**config.mk**
```make
export PLATFORM = sky130hd
export DESIGN_NAME = fetch_unit
export DESIGN_NICKNAME = d
export VERILOG_FILES = /design/src/rtl/fetch_unit.sv
export SDC_FILE = /design/constraint.sdc
export NUM_CORES = 1
export LEC_CHECK = 0
export CORE_UTILIZATION = 58
export CTS_BUF_LIST = sky130_fd_sc_hd__clkbuf_2 sky130_fd_sc_hd__clkbuf_4 sky130_fd_sc_hd__clkbuf_8
export CTS_CLUSTER_SIZE = 16
export DETAILED_ROUTE_END_ITERATION = 10
export DONT_BUFFER_PORTS = 1
export GPL_TIMING_DRIVEN = 0
export PLACE_DENSITY = 0.74
export SYNTH_ARGS = -nofsm -noshare
export SYNTH_HDL_FRONTEND = slang
export SYNTH_SLANG_ARGS = --single-unit
export TNS_END_PERCENT = 100
```
**constraint.sdc**
```tcl
create_clock -name CLK -period 9.9 [get_ports CLK]
set_clock_uncertainty 0.1 [all_clocks]
set_input_delay 2.97 -clock CLK [delete_from_list [all_inputs] [get_ports CLK]]
set_output_delay 2.97 -clock CLK [all_outputs]
set_load 0.05 [all_outputs]
```
**src/rtl/fetch_unit.sv**
```systemverilog
// Instruction fetch stage: program counter, single-outstanding memory port and a small
// prefetch FIFO feeding the control unit. Fetch stops at the first HLT word.
module fetch_unit #(
    parameter int unsigned ADDR_W   = 25,
    parameter int unsigned RESET_PC = 0,
    parameter int unsigned DEPTH    = 2
) (
    input  logic              CLK,
    input  logic              RST,
    input  logic              start,
    output logic              mem_req,
    output logic [ADDR_W-1:0] mem_addr,
    input  logic              mem_ack,
    input  logic [31:0]       mem_rdata,
    output logic [31:0]       inst,
    output logic              inst_valid,
    input  logic              inst_ready,
    output logic [ADDR_W-1:0] pc,
    output logic              halted,
    output logic [31:0]       fetch_count
);

    localparam int unsigned PtrW = $clog2(DEPTH);
    localparam int unsigned CntW = $clog2(DEPTH + 1);
    localparam logic [2:0] OpHlt = 3'b101;
    localparam logic [ADDR_W-1:0] ResetPc = ADDR_W'(RESET_PC);
    localparam logic [CntW-1:0] CntFull = CntW'(DEPTH);

    if ((DEPTH < 2) || ((DEPTH & (DEPTH - 1)) != 0)) begin : g_bad_depth
        $error("fetch_unit: DEPTH must be a power of two and at least 2");
    end

    typedef enum logic [1:0] {
        StIdle,
        StFetch,
        StDrain,
        StHalted
    } state_e;

    state_e state_q, state_d;

    logic [ADDR_W-1:0] fetch_pc_q, fetch_pc_d;
    logic [31:0]       fetch_count_q, fetch_count_d;
    logic [PtrW-1:0]   rd_ptr_q, rd_ptr_d;
    logic [PtrW-1:0]   wr_ptr_q, wr_ptr_d;
    logic [CntW-1:0]   count_q, count_d;

    // Storage needs no reset: an entry is only read once count_q says it was written.
    logic [31:0]       data_q [DEPTH];
    logic [ADDR_W-1:0] addr_q [DEPTH];

    logic              push;
    logic              pop;
    logic              head_valid;
    logic [31:0]       head_data;
    logic [ADDR_W-1:0] head_addr;

    // Request depends only on registered state, so it cannot glitch off before the ack.
    assign mem_req    = (state_q == StFetch) && (count_q < CntFull);
    assign mem_addr   = fetch_pc_q;
    assign push       = mem_req && mem_ack;

    assign head_valid = (count_q != '0);
    assign head_data  = data_q[rd_ptr_q];
    assign head_addr  = addr_q[rd_ptr_q];

    assign inst_valid = head_valid && (state_q != StHalted);
    assign pop        = inst_valid && inst_ready;
    assign inst       = inst_valid ? head_data : 32'h0;
    assign pc         = inst_valid ? head_addr : '0;

    assign halted      = (state_q == StHalted);
    assign fetch_count = fetch_count_q;

    always_comb begin
        state_d       = state_q;
        fetch_pc_d    = fetch_pc_q;
        fetch_count_d = fetch_count_q;
        rd_ptr_d      = rd_ptr_q;
        wr_ptr_d      = wr_ptr_q;
        count_d       = count_q + CntW'(push) - CntW'(pop);

        if (push) begin
            wr_ptr_d      = wr_ptr_q + PtrW'(1);
            fetch_pc_d    = fetch_pc_q + ADDR_W'(1);
            fetch_count_d = fetch_count_q + 32'd1;
        end
        if (pop) begin
            rd_ptr_d = rd_ptr_q + PtrW'(1);
        end

        unique case (state_q)
            StIdle: begin
                if (start) begin
                    state_d = StFetch;
                end
            end
            StFetch: begin
                if (push && (mem_rdata[31:29] == OpHlt)) begin
                    state_d = StDrain;
                end
            end
            StDrain: begin
                if (pop && (head_data[31:29] == OpHlt)) begin
                    state_d = StHalted;
                end
            end
            StHalted: begin
                state_d = StHalted;
            end
            default: begin
                state_d = StIdle;
            end
        endcase
    end

    always_ff @(posedge CLK or posedge RST) begin
        if (RST) begin
            state_q       <= StIdle;
            fetch_pc_q    <= ResetPc;
            fetch_count_q <= 32'h0;
            rd_ptr_q      <= '0;
            wr_ptr_q      <= '0;
            count_q       <= '0;
        end else begin
            state_q       <= state_d;
            fetch_pc_q    <= fetch_pc_d;
            fetch_count_q <= fetch_count_d;
            rd_ptr_q      <= rd_ptr_d;
            wr_ptr_q      <= wr_ptr_d;
            count_q       <= count_d;
        end
    end

    always_ff @(posedge CLK) begin
        if (push) begin
            data_q[wr_ptr_q] <= mem_rdata;
            addr_q[wr_ptr_q] <= fetch_pc_q;
        end
    end

`ifndef SYNTHESIS
    a_req_held : assert property (@(posedge CLK) disable iff (RST)
        (mem_req && !mem_ack) |=> (mem_req && $stable(mem_addr)));

    a_head_held : assert property (@(posedge CLK) disable iff (RST)
        (inst_valid && !inst_ready) |=> (inst_valid && $stable(inst) && $stable(pc)));

    a_count_range : assert property (@(posedge CLK) disable iff (RST)
        count_q <= CntFull);
`endif

endmodule

```
After elaboration in Yosys (flattened, before gate mapping)
Memories as Yosys holds them, arrays and structs flattened. Cells that the tools add are included.

Register bits after elaboration: 63. Bits in writable memories: 114. Input port bits: 37. Word-level logic and storage cells: 41. Memories kept: 2.

Add/subtract/negate cells: 6. $lt $le $gt $ge: 1. Equality and inequality tests: 9. Mux-type cells: 8. Reduce and logical (&&, ||, !) cells: 9.

Memory list: data_q (words 2, width 32, read ports 1, clocked after Yosys merged registers in 0, write ports 1, RTL line 49) `logic [31:0] data_q [DEPTH];`; addr_q (words 2, width 25, read ports 1, clocked after Yosys merged registers in 0, write ports 1, RTL line 50) `logic [ADDR_W-1:0] addr_q [DEPTH];`.

Operators by type and width (count): $add A32 B1 Y32 const B (1); $mux W32 (1); $add A25 B1 Y25 const B (1); $mux W25 (1); $pmux W2 S4 (1); $eq A3 B3 Y1 const B (2); $logic_and A1 B1 Y1 (6); $mux W2 (3); $ne A2 B2 Y1 const B (3); $eq A2 B2 Y1 const B (2); $reduce_and A3 Y1 (1); $add A1 B1 Y1 const B (2); $add A2 B1 Y2 (1); $eq A2 B1 Y1 const B (1); $logic_not A2 Y1 (1); $lt A2 B2 Y1 const B (1); $mux W1 (2); $ne A2 B1 Y1 const B (1); $reduce_bool A2 Y1 (1); $sub A2 B1 Y2 (1).

Depth between registers and ports, before layout
Depth after elaboration: 6. Depth in mapped cells: 10.

Least setup slack after synthesis
No wires, ideal clock.

Kind: input -> register. Start: input mem_ack. End: memory addr_q[0][0], enable pin. Library setup time: 0.472 ns. Arrival time: 5.956 ns. Data required time: 9.328 ns. Path slack: 3.373 ns. Stages: 5. Cell sequence: and4bb_1 > buf_2 > inv_2 > buf_2 > nor2_1.

Longest elaborated chain between the ends: 3.

Ends and longest elaborated chain: start: declaration (RTL line 13) `input logic mem_ack,`; $logic_and A1 B1 Y1 (RTL line 61) `assign push = mem_req && mem_ack;`; $mux W1 (RTL line 136) `if (push) begin`; $mux W1 (implied by the code) (RTL line 138) `addr_q[wr_ptr_q] <= fetch_pc_q;`; end: declaration (RTL line 50).

No other way between the ends.

Worst setup path after layout
Start: register state_q[1]. End: output pc[22].

Longest elaborated chain between the ends: 3.

Ends and longest elaborated chain: start: declaration (RTL line 40) `state_e state_q, state_d;`; start signal: assignment (RTL line 119) `state_q <= StIdle;`; start signal: assignment (RTL line 126) `state_q <= state_d;`; $ne A2 B2 Y1 (RTL line 67) `assign inst_valid = head_valid && (state_q != StHalted);`; $logic_and A1 B1 Y1 (RTL line 67); $mux W25 (RTL line 70) `assign pc = inst_valid ? head_addr : '0;`; end: declaration (RTL line 18) `output logic [ADDR_W-1:0] pc,`.

No other way between the ends.

==> reports/summary.md <==
The clock passes through at most 2 buffers. The finished layout holds 691 standard cells, fillers aside. Along the worst path, the maximum fanout reaches 10.

The clock slew seen by the registers of the worst setup and hold paths was 80 ps; the starting density of the core was 59.72%. The run gives 0 ps as the total negative slack for setup checks. In the synthesized netlist the async set-or-reset flop fraction comes to 35.59%.

In this run the horizontal extent of the chip is 113.2 µm. The cell at the root of the clock tree is sky130_fd_sc_hd__clkbuf_8. In this run the worst hold path is classified as reg -> reg. By instance count, the cell type seen most on the critical path is sky130_fd_sc_hd__clkbuf_1. The path with the worst hold slack has its endpoint at count_q[0]$_DFF_PP0_.

For this run, the slowest stage of the critical path takes 820 ps. Of the synthesized area, sequential elements account for 69.70%. Of the available clock period, the critical path in the final layout requires 63.50%.

In the synthesized netlist the dominant register cell turns out to be sky130_fd_sc_hd__edfxtp_1. The worst hold path depth was 1; the required time at the endpoint of the critical path was 6830 ps. The tools report the end of the worst register-to-register path as count_q[1]$_DFF_PP0_. For this run, the top clock speed supported by timing is 159.1 MHz. H-tree depth reported by CTS: 4. The number of buffers and inverters on the critical path is 3. The number of antenna violations at the first check in global routing is 0, and the final RePlAce weighted congestion is 0.8126.

The first global-routing pass estimated 20.57 mm of wire. The number of nets in the layout came out at 572. Setup repair after global routing left no endpoint under its margin.

Of all cell types, the one taking the most synthesized area is sky130_fd_sc_hd__edfxtp_1. In this run, post-CTS hold repair placed 0 buffers. The commonest cells after synthesis are sky130_fd_sc_hd__edfxtp_1 (114), sky130_fd_sc_hd__nor2_1 (68), sky130_fd_sc_hd__dfrtp_1 (63), sky130_fd_sc_hd__mux2i_1 (57), sky130_fd_sc_hd__xnor2_1 (40). Wires add up to 13.26 mm. The final count of pins violating max slew was 0; the mean routed wirelength per cell was 19.19 µm. Clock sink count: 177. The count of cells along the worst register-to-register path is 10, and the insertion delay to the later sink of the worst-skew pair is 450 ps.

The synthesized design contains 114 enable-type register cells. The utilization after layout was 65.24%. The quantity of I/O buffers inserted on ports was 0.

For the number of maximum-capacitance constraint violations, the log shows 0. The number of antenna diodes in the final layout is 0. The tools report the placed cell count as 659. The core region is 0.01201 mm². The worst flop-to-flop path startpoint is state_q[1]$_DFFE_PP0P_.

Dividing the synthesized area by the synthesized cell count gives 14.09 µm². STA classifies the critical path endpoint as a primary output. Walking the worst path, the cells encountered are and2_1 > or2_2 > clkbuf_1 > clkbuf_1 > clkbuf_1 > nor2_1. Summed over all cells, the static leakage comes to 3.079 nW.

Global routing usage summed across all routing layers: 21.74%. For this run, design rule violations remaining after detail routing come to 0. After synthesis the cells add up to 0.007173 mm².

The slowest stage of the critical path belongs to the cell sky130_fd_sc_hd__nor2_1. The count of boundary I/O pins came out at 154. In the post-synthesis netlist, the biggest area contributors are sky130_fd_sc_hd__edfxtp_1 (48%), sky130_fd_sc_hd__dfrtp_1 (22%), sky130_fd_sc_hd__mux2i_1 (8.0%). The worst-case IR drop observed on VDD is 105.7 µV. The synthesized design devotes to its leading area cell type 47.72% of total area. In this run, distinct cell masters in the synthesized netlist total 32.

In the post-synthesis netlist, the cell with the most instances is sky130_fd_sc_hd__edfxtp_1. The post-synthesis to final-layout area growth was 9.245%. The tools report the number of buffers inserted to repair setup after CTS as 0. During synthesis, Yosys emitted a total of 0 warnings. The design draws 0.002390 W. The first TritonRoute pass finished after 4 iterations. The flop and latch count out of synthesis works out to 177. TritonCTS built the clock tree.

In this run, CTS created clock tree buffers numbering 17. The number of antenna-violating nets in the routed design is 0, and the setup violation total in the final timing report is 0. The logs give 3940 for the number of global-route vias before repair and 0 for the total of cells resized after clock tree synthesis. The logs give 31.77% for the relative slew slack and 3220 ps for the critical path data arrival time. The standard-cell row count was 40; the actual slew at the worst max-slew pin was 1020 ps. The share of layout cells above drive strength 1 is 8.088%, and the largest net degree at the start of global routing is 42. The run gives 0.01282 mm² as the die area.

The final-report hold violation count was 0; the count of mapped cells out of synthesis was 509. The floorplan step set the die height to 113.2 µm. The worst setup path is launched from a register. In the routed layout, each cell is associated on average with a via count of 5.764. In this run the register-to-register setup slack is 6960 ps. The worst path in the final design needs a cycle of 6287 ps, including I/O delays and setup. The wire-length estimate of the detail-placed layout is 9.267 mm. When the netlist entered floorplanning its net count stood at 550. The critical path is of the reg -> out type. After global routing the overflow that remains totals 0. The run finished with clean final reports. The final route contains 3983 vias.

In this run, the number of DRC markers left after iteration 0 of detailed routing was 294. The power density normalized to cell area works out to 305.0 mW/mm². The worst hold path startpoint is count_q[0]$_DFF_PP0_. The gate family responsible for the most delay along the worst path is simple AND/OR/NAND/NOR gates.
==> report_power, final <==
group	internal, W	switching [W]	total [W]	leakage, nW
logic	0.000163	0.000722	0.000885	0.989
registers	0.000883	0.000122	0.00100	1.89
clock network	0.000258	0.000242	0.000501	0.198
total	0.00130	0.00109	0.00239	3.08
==> state kept, by name (all words and copies together), names as in the netlist <==
signal	flops
mem_addr	25
data_q	64
wr_ptr_q	1
rd_ptr_q	1
addr_q	50
state_q	2
count_q	2
fetch_count	32
==> routing by layer <==
| layer | track usage, % | wire length (µm) |
|---|---|---|
| met1 | 25.16 | 5279 |
| met2 | 35.34 | 6552 |
| met3 | 8.838 | 1150 |
| met4 | 10.53 | 279 |
| met5 | 0 | 0 |
==> worst register-to-register path, cell delays in order, from the launching register on <==
cell,delay (ps)
sky130_fd_sc_hd__dfrtp_1,430
sky130_fd_sc_hd__and2_1,490
sky130_fd_sc_hd__or2_2,200
sky130_fd_sc_hd__clkbuf_1,230
sky130_fd_sc_hd__inv_1,300
sky130_fd_sc_hd__and2_1,300
sky130_fd_sc_hd__ha_1,280
sky130_fd_sc_hd__inv_1,40
sky130_fd_sc_hd__ha_1,180
sky130_fd_sc_hd__xnor2_1,160
sky130_fd_sc_hd__xnor2_1,150
==> stage by stage <==
step	worst slack (ps)	hold WS, ps	instance area [µm²]
after global placement	1998	373.9	7357
final	3613	431.3	7836
after floorplan	3373	360.3	7173
after detailed placement	4083	419.1	7431
after global routing	3484	459.1	7836
after CTS	3572	436.9	7836
==> worst max path at each step <==
stage,startpoint,end,slack [ps],cells after the start
finish,state_q[1]$_DFFE_PP0P_,pc[22],3610,6
detailed placement,state_q[1]$_DFFE_PP0P_,pc[22],4080,6
global placement,mem_ack,addr_q[0][23]$_DFFE_PP_,2000,5
global route,state_q[1]$_DFFE_PP0P_,pc[22],3480,6
CTS,state_q[1]$_DFFE_PP0P_,pc[22],3570,6
floorplan,mem_ack,addr_q[0][0]$_DFFE_PP_,3370,5
==> cell type report <==
class                      count  area, µm²
buffer                        18      71.32
clock buffer                  20      262.8
clock inverter                12      142.6
fill                         916       4175
inverter                       8      30.03
multi-input combinational    306       2086
sequential                   177       5000
tap                          147      183.9
timing repair buffer           3      60.06
==> layout by cell type, fill, tap and decap left out, types with 3 or more instances in the layout <==
cell type	synthesis	final
sky130_fd_sc_hd__buf_2	3	3
sky130_fd_sc_hd__xnor2_1	40	40
sky130_fd_sc_hd__clkinv_1	0	3
sky130_fd_sc_hd__and2_1	6	5
sky130_fd_sc_hd__dfrtp_1	63	63
sky130_fd_sc_hd__mux2i_1	57	57
sky130_fd_sc_hd__edfxtp_1	114	114
sky130_fd_sc_hd__nand4_1	18	18
sky130_fd_sc_hd__clkinvlp_4	0	3
sky130_fd_sc_hd__ha_1	4	4
sky130_fd_sc_hd__clkbuf_8	0	18
sky130_fd_sc_hd__nand3_1	20	20
sky130_fd_sc_hd__nor2_1	68	67
sky130_fd_sc_hd__nor3_1	10	10
sky130_fd_sc_hd__buf_12	0	3
sky130_fd_sc_hd__nand2_1	28	28
sky130_fd_sc_hd__and4_1	10	10
sky130_fd_sc_hd__clkbuf_1	13	13
sky130_fd_sc_hd__inv_1	7	6
sky130_fd_sc_hd__nor4_1	5	5
sky130_fd_sc_hd__bufinv_16	0	3
sky130_fd_sc_hd__and3_1	7	7
sky130_fd_sc_hd__xor2_1	19	19
==> kinds of logic after synthesis <==
logic type	count (synthesis)	synth area share, %
AO/OA/AOI/OAI	3	0.2441
XOR/XNOR	59	7.204
adder cells (fa/ha/maj)	4	0.6977
buffers and inverters	26	1.413
flip-flops	177	69.70
multiplexers	57	7.954
AND/OR/NAND/NOR	183	12.79
No activity file was read; power rests on OpenSTA's default activity.
